File: config.mk
export PLATFORM = sky130hd
export DESIGN_NAME = alu_exec_flat
export DESIGN_NICKNAME = d
export VERILOG_FILES = /design/src/rtl/alu_pkg.sv /design/src/rtl/alu_exec_if.sv /design/src/rtl/alu_shift_unit.sv /design/src/rtl/alu_exec.sv /design/src/flat_wrapper.sv
export SDC_FILE = /design/constraint.sdc
export NUM_CORES = 1
export LEC_CHECK = 0
export ABC_AREA = 1
export CAP_MARGIN = 5
export CORE_UTILIZATION = 45
export CTS_BUF_LIST = sky130_fd_sc_hd__clkbuf_4
export CTS_CLUSTER_SIZE = 30
export DETAILED_ROUTE_END_ITERATION = 10
export PLACE_DENSITY = 0.62
export REMOVE_ABC_BUFFERS = 1
export SYNTH_ARGS = -nofsm -noshare
export SYNTH_HDL_FRONTEND = slang
export SYNTH_HIERARCHICAL = 1
export SYNTH_SLANG_ARGS = --single-unit
export TNS_END_PERCENT = 5
File: constraint.sdc
create_clock -name clk -period 3.19 [get_ports clk]
set_input_delay 0.957 -clock clk [delete_from_list [all_inputs] [get_ports clk]]
set_output_delay 0.957 -clock clk [all_outputs]
set_load 0.01 [all_outputs]
File: src/rtl/alu_pkg.sv
// alu_pkg: ALU control codes and execute-unit state shared by the ALU control stage and alu_exec.
package alu_pkg;

  localparam logic [3:0] ALU_AND     = 4'd0;
  localparam logic [3:0] ALU_OR      = 4'd1;
  localparam logic [3:0] ALU_ADD     = 4'd2;
  localparam logic [3:0] ALU_EQ      = 4'd3;
  localparam logic [3:0] ALU_GT      = 4'd4;
  localparam logic [3:0] ALU_GE      = 4'd5;
  localparam logic [3:0] ALU_SUB     = 4'd6;
  localparam logic [3:0] ALU_SLT     = 4'd7;
  localparam logic [3:0] ALU_NE      = 4'd8;
  localparam logic [3:0] ALU_SLL     = 4'd10;
  localparam logic [3:0] ALU_SRL     = 4'd11;
  localparam logic [3:0] ALU_INVALID = 4'd15;

  typedef enum logic [1:0] {
    ST_IDLE,
    ST_SHIFT,
    ST_DONE
  } alu_state_t;

  function automatic logic is_shift(input logic [3:0] code);
    return (code == ALU_SLL) || (code == ALU_SRL);
  endfunction

endpackage

File: src/rtl/alu_exec_if.sv
// alu_exec_if: operation-in / result-out valid/ready handshake of the execute unit.
interface alu_exec_if #(
  parameter int WIDTH = 32
);
  logic             in_valid;
  logic             in_ready;
  logic [3:0]       alu_ctrl;
  logic [WIDTH-1:0] op_a;
  logic [WIDTH-1:0] op_b;
  logic             out_valid;
  logic             out_ready;
  logic [WIDTH-1:0] result;
  logic             zero;
  logic             overflow;
  logic             illegal;

  modport master (
    output in_valid, alu_ctrl, op_a, op_b, out_ready,
    input  in_ready, out_valid, result, zero, overflow, illegal
  );

  modport slave (
    input  in_valid, alu_ctrl, op_a, op_b, out_ready,
    output in_ready, out_valid, result, zero, overflow, illegal
  );
endinterface

File: src/rtl/alu_shift_unit.sv
// alu_shift_unit: logical SLL/SRL path; one bit per cycle, or a barrel shifter when
// ALU_FAST_SHIFT_EN is defined (then done follows start and nothing is registered).
module alu_shift_unit
  import alu_pkg::*;
#(
  parameter int WIDTH = 32,
  parameter int SHW   = 5
) (
  input  logic             clk,
  input  logic             rst,
  input  logic             start,
  input  logic [3:0]       code,
  input  logic [WIDTH-1:0] value,
  input  logic [SHW-1:0]   amount,
  output logic             busy,
  output logic             done,
  output logic [WIDTH-1:0] result
);

`ifdef ALU_FAST_SHIFT_EN
  assign result = (code == ALU_SRL) ? (value >> amount) : (value << amount);
  assign busy   = 1'b0;
  assign done   = start;
`else
  logic [WIDTH-1:0] work_reg;
  logic [WIDTH-1:0] work_next;
  logic [SHW-1:0]   cnt_reg;
  logic             right_reg;
  logic             busy_reg;

  assign work_next = right_reg ? {1'b0, work_reg[WIDTH-1:1]} : {work_reg[WIDTH-2:0], 1'b0};

  always_ff @(posedge clk) begin
    if (rst) begin
      work_reg  <= '0;
      cnt_reg   <= '0;
      right_reg <= 1'b0;
      busy_reg  <= 1'b0;
    end else if (busy_reg) begin
      work_reg <= work_next;
      cnt_reg  <= cnt_reg - 1'b1;
      if (cnt_reg == SHW'(1)) busy_reg <= 1'b0;
    end else if (start && (amount != '0)) begin
      work_reg  <= value;
      cnt_reg   <= amount;
      right_reg <= (code == ALU_SRL);
      busy_reg  <= 1'b1;
    end
  end

  // result is the value after this cycle's shift, so the final step can be captured directly
  assign result = work_next;
  assign busy   = busy_reg;
  assign done   = busy_reg && (cnt_reg == SHW'(1));
`endif

endmodule

File: src/rtl/alu_exec.sv
// alu_exec: multi-cycle ALU execute stage with valid/ready on both sides.
// Define ALU_FAST_SHIFT_EN to replace iterative shifts with a single-cycle barrel shifter.
module alu_exec
  import alu_pkg::*;
#(
  parameter int WIDTH = 32,
  parameter int SHW   = 5
) (
  input logic       clk,
  input logic       rst,
  alu_exec_if.slave bus
);

  alu_state_t       state_reg;
  logic             out_valid_reg;
  logic [WIDTH-1:0] result_reg;
  logic             zero_reg;
  logic             overflow_reg;
  logic             illegal_reg;

  logic [WIDTH-1:0] sum;
  logic [WIDTH-1:0] diff;
  logic [WIDTH-1:0] alu_val;
  logic             alu_ovf;
  logic             alu_ill;
  logic             accept;
  logic             shift_start;
  logic             shift_busy;
  logic             shift_done;
  logic [WIDTH-1:0] shift_res;

  assign accept = (state_reg == ST_IDLE) && bus.in_valid;
  assign sum    = bus.op_a + bus.op_b;
  assign diff   = bus.op_a - bus.op_b;

`ifdef ALU_FAST_SHIFT_EN
  assign shift_start = accept && is_shift(bus.alu_ctrl);
`else
  assign shift_start = accept && is_shift(bus.alu_ctrl) && (bus.op_b[SHW-1:0] != '0);
`endif

  alu_shift_unit #(.WIDTH(WIDTH), .SHW(SHW)) u_shift (
    .clk    (clk),
    .rst    (rst),
    .start  (shift_start),
    .code   (bus.alu_ctrl),
    .value  (bus.op_a),
    .amount (bus.op_b[SHW-1:0]),
    .busy   (shift_busy),
    .done   (shift_done),
    .result (shift_res)
  );

  always_comb begin
    alu_val = '0;
    alu_ovf = 1'b0;
    alu_ill = 1'b0;
    case (bus.alu_ctrl)
      ALU_AND: alu_val = bus.op_a & bus.op_b;
      ALU_OR:  alu_val = bus.op_a | bus.op_b;
      ALU_ADD: begin
        alu_val = sum;
        alu_ovf = (bus.op_a[WIDTH-1] == bus.op_b[WIDTH-1]) && (sum[WIDTH-1] != bus.op_a[WIDTH-1]);
      end
      ALU_SUB: begin
        alu_val = diff;
        alu_ovf = (bus.op_a[WIDTH-1] != bus.op_b[WIDTH-1]) && (diff[WIDTH-1] != bus.op_a[WIDTH-1]);
      end
      ALU_SLT: alu_val = WIDTH'($signed(bus.op_a) < $signed(bus.op_b));
      ALU_EQ:  alu_val = WIDTH'(bus.op_a == bus.op_b);
      ALU_NE:  alu_val = WIDTH'(bus.op_a != bus.op_b);
      ALU_GT:  alu_val = WIDTH'($signed(bus.op_a) > $signed(bus.op_b));
      ALU_GE:  alu_val = WIDTH'($signed(bus.op_a) >= $signed(bus.op_b));
`ifdef ALU_FAST_SHIFT_EN
      ALU_SLL, ALU_SRL: alu_val = shift_res;
`else
      // only reached with a zero shift amount; non-zero amounts go through ST_SHIFT
      ALU_SLL, ALU_SRL: alu_val = bus.op_a;
`endif
      default: alu_ill = 1'b1;
    endcase
  end

  always_ff @(posedge clk) begin
    if (rst) begin
      state_reg     <= ST_IDLE;
      out_valid_reg <= 1'b0;
      result_reg    <= '0;
      zero_reg      <= 1'b0;
      overflow_reg  <= 1'b0;
      illegal_reg   <= 1'b0;
    end else begin
      case (state_reg)
        ST_IDLE: begin
          if (accept) begin
`ifndef ALU_FAST_SHIFT_EN
            if (shift_start) begin
              state_reg <= ST_SHIFT;
            end else
`endif
            begin
              result_reg    <= alu_val;
              zero_reg      <= (alu_val == '0);
              overflow_reg  <= alu_ovf;
              illegal_reg   <= alu_ill;
              out_valid_reg <= 1'b1;
              state_reg     <= ST_DONE;
            end
          end
        end
`ifndef ALU_FAST_SHIFT_EN
        ST_SHIFT: begin
          if (shift_done) begin
            result_reg    <= shift_res;
            zero_reg      <= (shift_res == '0);
            overflow_reg  <= 1'b0;
            illegal_reg   <= 1'b0;
            out_valid_reg <= 1'b1;
            state_reg     <= ST_DONE;
          end
        end
`endif
        ST_DONE: begin
          if (bus.out_ready) begin
            out_valid_reg <= 1'b0;
            state_reg     <= ST_IDLE;
          end
        end
        default: state_reg <= ST_IDLE;
      endcase
    end
  end

  assign bus.in_ready  = (state_reg == ST_IDLE) && !shift_busy;
  assign bus.out_valid = out_valid_reg;
  assign bus.result    = result_reg;
  assign bus.zero      = zero_reg;
  assign bus.overflow  = overflow_reg;
  assign bus.illegal   = illegal_reg;

endmodule

File: src/flat_wrapper.sv
// flat-port wrapper written by rule: the top's interface ports become plain ports
module alu_exec_flat import alu_pkg::*;
#(
  parameter int WIDTH = 32,
  parameter int SHW   = 5
)
  (clk, rst, bus_in_valid, bus_alu_ctrl, bus_op_a, bus_op_b, bus_out_ready, bus_in_ready, bus_out_valid, bus_result, bus_zero, bus_overflow, bus_illegal);
  alu_exec_if #(.WIDTH(WIDTH)) bus_i ();
  input logic clk;
  input logic rst;
  input wire logic [$bits(bus_i.in_valid)-1:0] bus_in_valid;
  input wire logic [$bits(bus_i.alu_ctrl)-1:0] bus_alu_ctrl;
  input wire logic [$bits(bus_i.op_a)-1:0] bus_op_a;
  input wire logic [$bits(bus_i.op_b)-1:0] bus_op_b;
  input wire logic [$bits(bus_i.out_ready)-1:0] bus_out_ready;
  output wire logic [$bits(bus_i.in_ready)-1:0] bus_in_ready;
  output wire logic [$bits(bus_i.out_valid)-1:0] bus_out_valid;
  output wire logic [$bits(bus_i.result)-1:0] bus_result;
  output wire logic [$bits(bus_i.zero)-1:0] bus_zero;
  output wire logic [$bits(bus_i.overflow)-1:0] bus_overflow;
  output wire logic [$bits(bus_i.illegal)-1:0] bus_illegal;
  assign bus_i.in_valid = bus_in_valid;
  assign bus_i.alu_ctrl = bus_alu_ctrl;
  assign bus_i.op_a = bus_op_a;
  assign bus_i.op_b = bus_op_b;
  assign bus_i.out_ready = bus_out_ready;
  assign bus_in_ready = bus_i.in_ready;
  assign bus_out_valid = bus_i.out_valid;
  assign bus_result = bus_i.result;
  assign bus_zero = bus_i.zero;
  assign bus_overflow = bus_i.overflow;
  assign bus_illegal = bus_i.illegal;
  alu_exec #(.WIDTH(WIDTH), .SHW(SHW)) u_core (.clk(clk), .rst(rst), .bus(bus_i));
endmodule
==> impl_metrics.tcl <==
set metrics [dict create \
    outcome "finished, final reports clean" \
    final_cell_mix "nand2_1, buf_4, inv_1" \
    synth_enable_flop_cells 0 \
    syn2layout_area_growth_pct 52.03 \
    nets 2513 \
    power_mw 4.433 \
    hold_path_class "flop to flop" \
    grt_pass1_wl_um 71580 \
    rsz0062_at_grt "true" \
    layout.cells.most_common "nand2_1" \
    gp_congestion 1.054 \
    cp_max_fo 7 \
    syn_area_um2 10790 \
    required_ps 3570 \
    cts_tree "yes" \
    wl_um 47700 \
    fin_crit_sh_pct 98.75 \
    fp.dieH_um 156.8 \
    place.port_buffers 108 \
    die_w_um 156.8 \
    grt_max_degree 83 \
    cp.arrival_ps 3530 \
    slew_headroom_pct 30.96 \
    p_leak_nw 8.453 \
    synthFlopType "dfxtp_1" \
    clk_latency_ps 450 \
    gr-usage-met2_pct 63.30 \
    yosys_register_bits 77 \
    grt_pass1_vias 13360 \
    cts.sinks 77 \
    dieArea_um2 24600 \
    ys_warn_count 6 \
    synth_cells 1901 \
    drt_first_pass_iters 5 \
    setup_tns_ps 0 \
    rows 56 \
    drive_gt1_share_pct 32.98 \
    numCtsBuffers 9 \
    skew_ps 15.37 \
    grt_use_total_pct 38.14 \
    drc 0 \
    htree_levels 3 \
    dp_hpwl_um 38070 \
    critical_path_class "primary input to flop" \
    hold_viol 0 \
    num_vias 14210 \
    avgSynthCellArea_um2 5.675 \
    max_freq_ghz 0.3175 \
    wl_per_cell_um 17.91 \
    clk_pin_slew_worst_paths_ps 120 \
    busiest_layer "met2" \
    grtUsageMet1_pct 45.82 \
    gr-usage-met3_pct 4.597 \
    p_per_area_nw_per_um2 270.3 \
    ios 109 \
    cts_root_buf "clkbuf_4" \
    cts_buffer_depth 2 \
    drv_cap 0 \
    ir_worst_vdd_uv 209.5 \
    gr-total-overflow 0 \
    antenna_found_initial 4 \
    tightestPinTransition_ps 1036 \
    ys_async_sr_fraction_pct 0 \
    critPathLaunchType "primary input" \
    final_max_slew_viol_count 0 \
    period_needed_ps 3150 \
    crit_path_end_kind "flop" \
    coreArea_um2 23470 \
    antenna_left 0 \
    initial_core_util_pct 45.96 \
    setup_viol 0 \
    seq_area_frac_synth_pct 14.29 \
    routed_via_density 5.333 \
    yosys.cell_types.count 49 \
    drt_iter0_drc 1063 \
]
==> where the power goes <==
| group | internal (mW) | leakage [nW] | switching [mW] |
|---|---|---|---|
| registers | 1.04 | 0.628 | 0.0533 |
| logic | 1.15 | 7.73 | 1.43 |
| clock network | 0.394 | 0.0940 | 0.371 |
| total | 2.58 | 8.45 | 1.85 |
==> worst paths after layout <==
| kind | from | endpoint | slack, ps | depth (start not counted) |
|---|---|---|---|---|
| hold reg to reg | u_core/bus.result[20] | u_core/bus.result[20] | 470 | 2 |
| setup reg to reg | u_core/u_shift/right_reg | u_core/bus.zero | 630 | 8 |
| setup / recovery | bus_op_a[8] | u_core/bus.zero | 40 | 17 |
| hold / removal | u_core/bus.result[20] | u_core/bus.result[20] | 470 | 2 |
==> layer usage <==
layer / routed length [µm] / part of all wire [%]
met3: 2791 / 5.9
met2: 21840 / 46
met1: 19340 / 41
met5: 0 / 0
met4: 3728 / 7.8
==> synthesized netlist by cell type, types with 17 or more instances <==
library cell / count / area share (%)
a21oi_1: 148 / 6.9
a21oi_2: 23 / 1.9
buf_2: 27 / 1.3
clkbuf_1: 17 / 0.59
dfxtp_1: 77 / 14
ha_1: 99 / 11
inv_1: 307 / 11
nand2_1: 497 / 17
nand3_1: 187 / 8.7
nand4_1: 21 / 1.2
nor2_1: 185 / 6.4
o21ai_0: 84 / 3.9
o21ai_1: 38 / 1.8
o22ai_1: 28 / 1.6
==> cell type report <==
type,count,area [µm²]
antenna,1,2.502
clock inverter,6,111.4
inverter,316,1189
fill,2152,7072
sequential,77,1543
tap,319,399.1
multi-input combinational,1427,8747
clock buffer,9,67.56
timing repair buffer,509,4342
==> timing repair <==
action | 4_1_cts | 5_1_grt
setup buffers | 1 | 24
hold buffers | 0 | 0
endpoints found under the setup margin | 18 | 20
cloned | 0 | 0
gates resized for setup | 83 | 322
pin swaps | 5 | 91
hold endpoints to repair | 0 | 0
==> kinds of logic after synthesis <==
kind of cell | after synthesis | share of synthesized area, %
DFF | 77 | 14.29
adders and majority gates | 101 | 11.85
buffers and inverters | 397 | 16.28
AOI/OAI and AO/OA | 356 | 18.49
and+or+nand+nor | 969 | 39.01
xor gates and xnor gates | 1 | 0.08120
==> through the flow <==
step | hold WS [ps] | utilization [%] | setup slack (ps) | cells | cell area [µm²]
after floorplan | 452.3 | - | -214.6 | 1820 | 10220
after global placement | 454.0 | 62.36 | -771.0 | 2623 | 14640
after detailed placement | 456.9 | 62.36 | -810.5 | 2623 | 14640
after CTS | 475.5 | 64.62 | -61.78 | 2639 | 15170
after global routing | 490.5 | 69.87 | -65.56 | 2664 | 16400
final | 471.6 | 69.87 | 39.99 | 2664 | 16400
==> worst max-delay path, cell delays in order <==
cell	delay, ps
clkdlybuf4s50_1	500
inv_2	90
ha_4	350
nand2_1	90
nor2_1	270
nand2_1	140
nand2_2	130
nand2_1	60
nand3_1	80
nand3_2	130
nor2_1	130
nand3_1	110
nor2_2	130
nand3_1	80
nor2_1	120
nand2_1	60
a21oi_1	110
(Power assumes the default switching activity.)
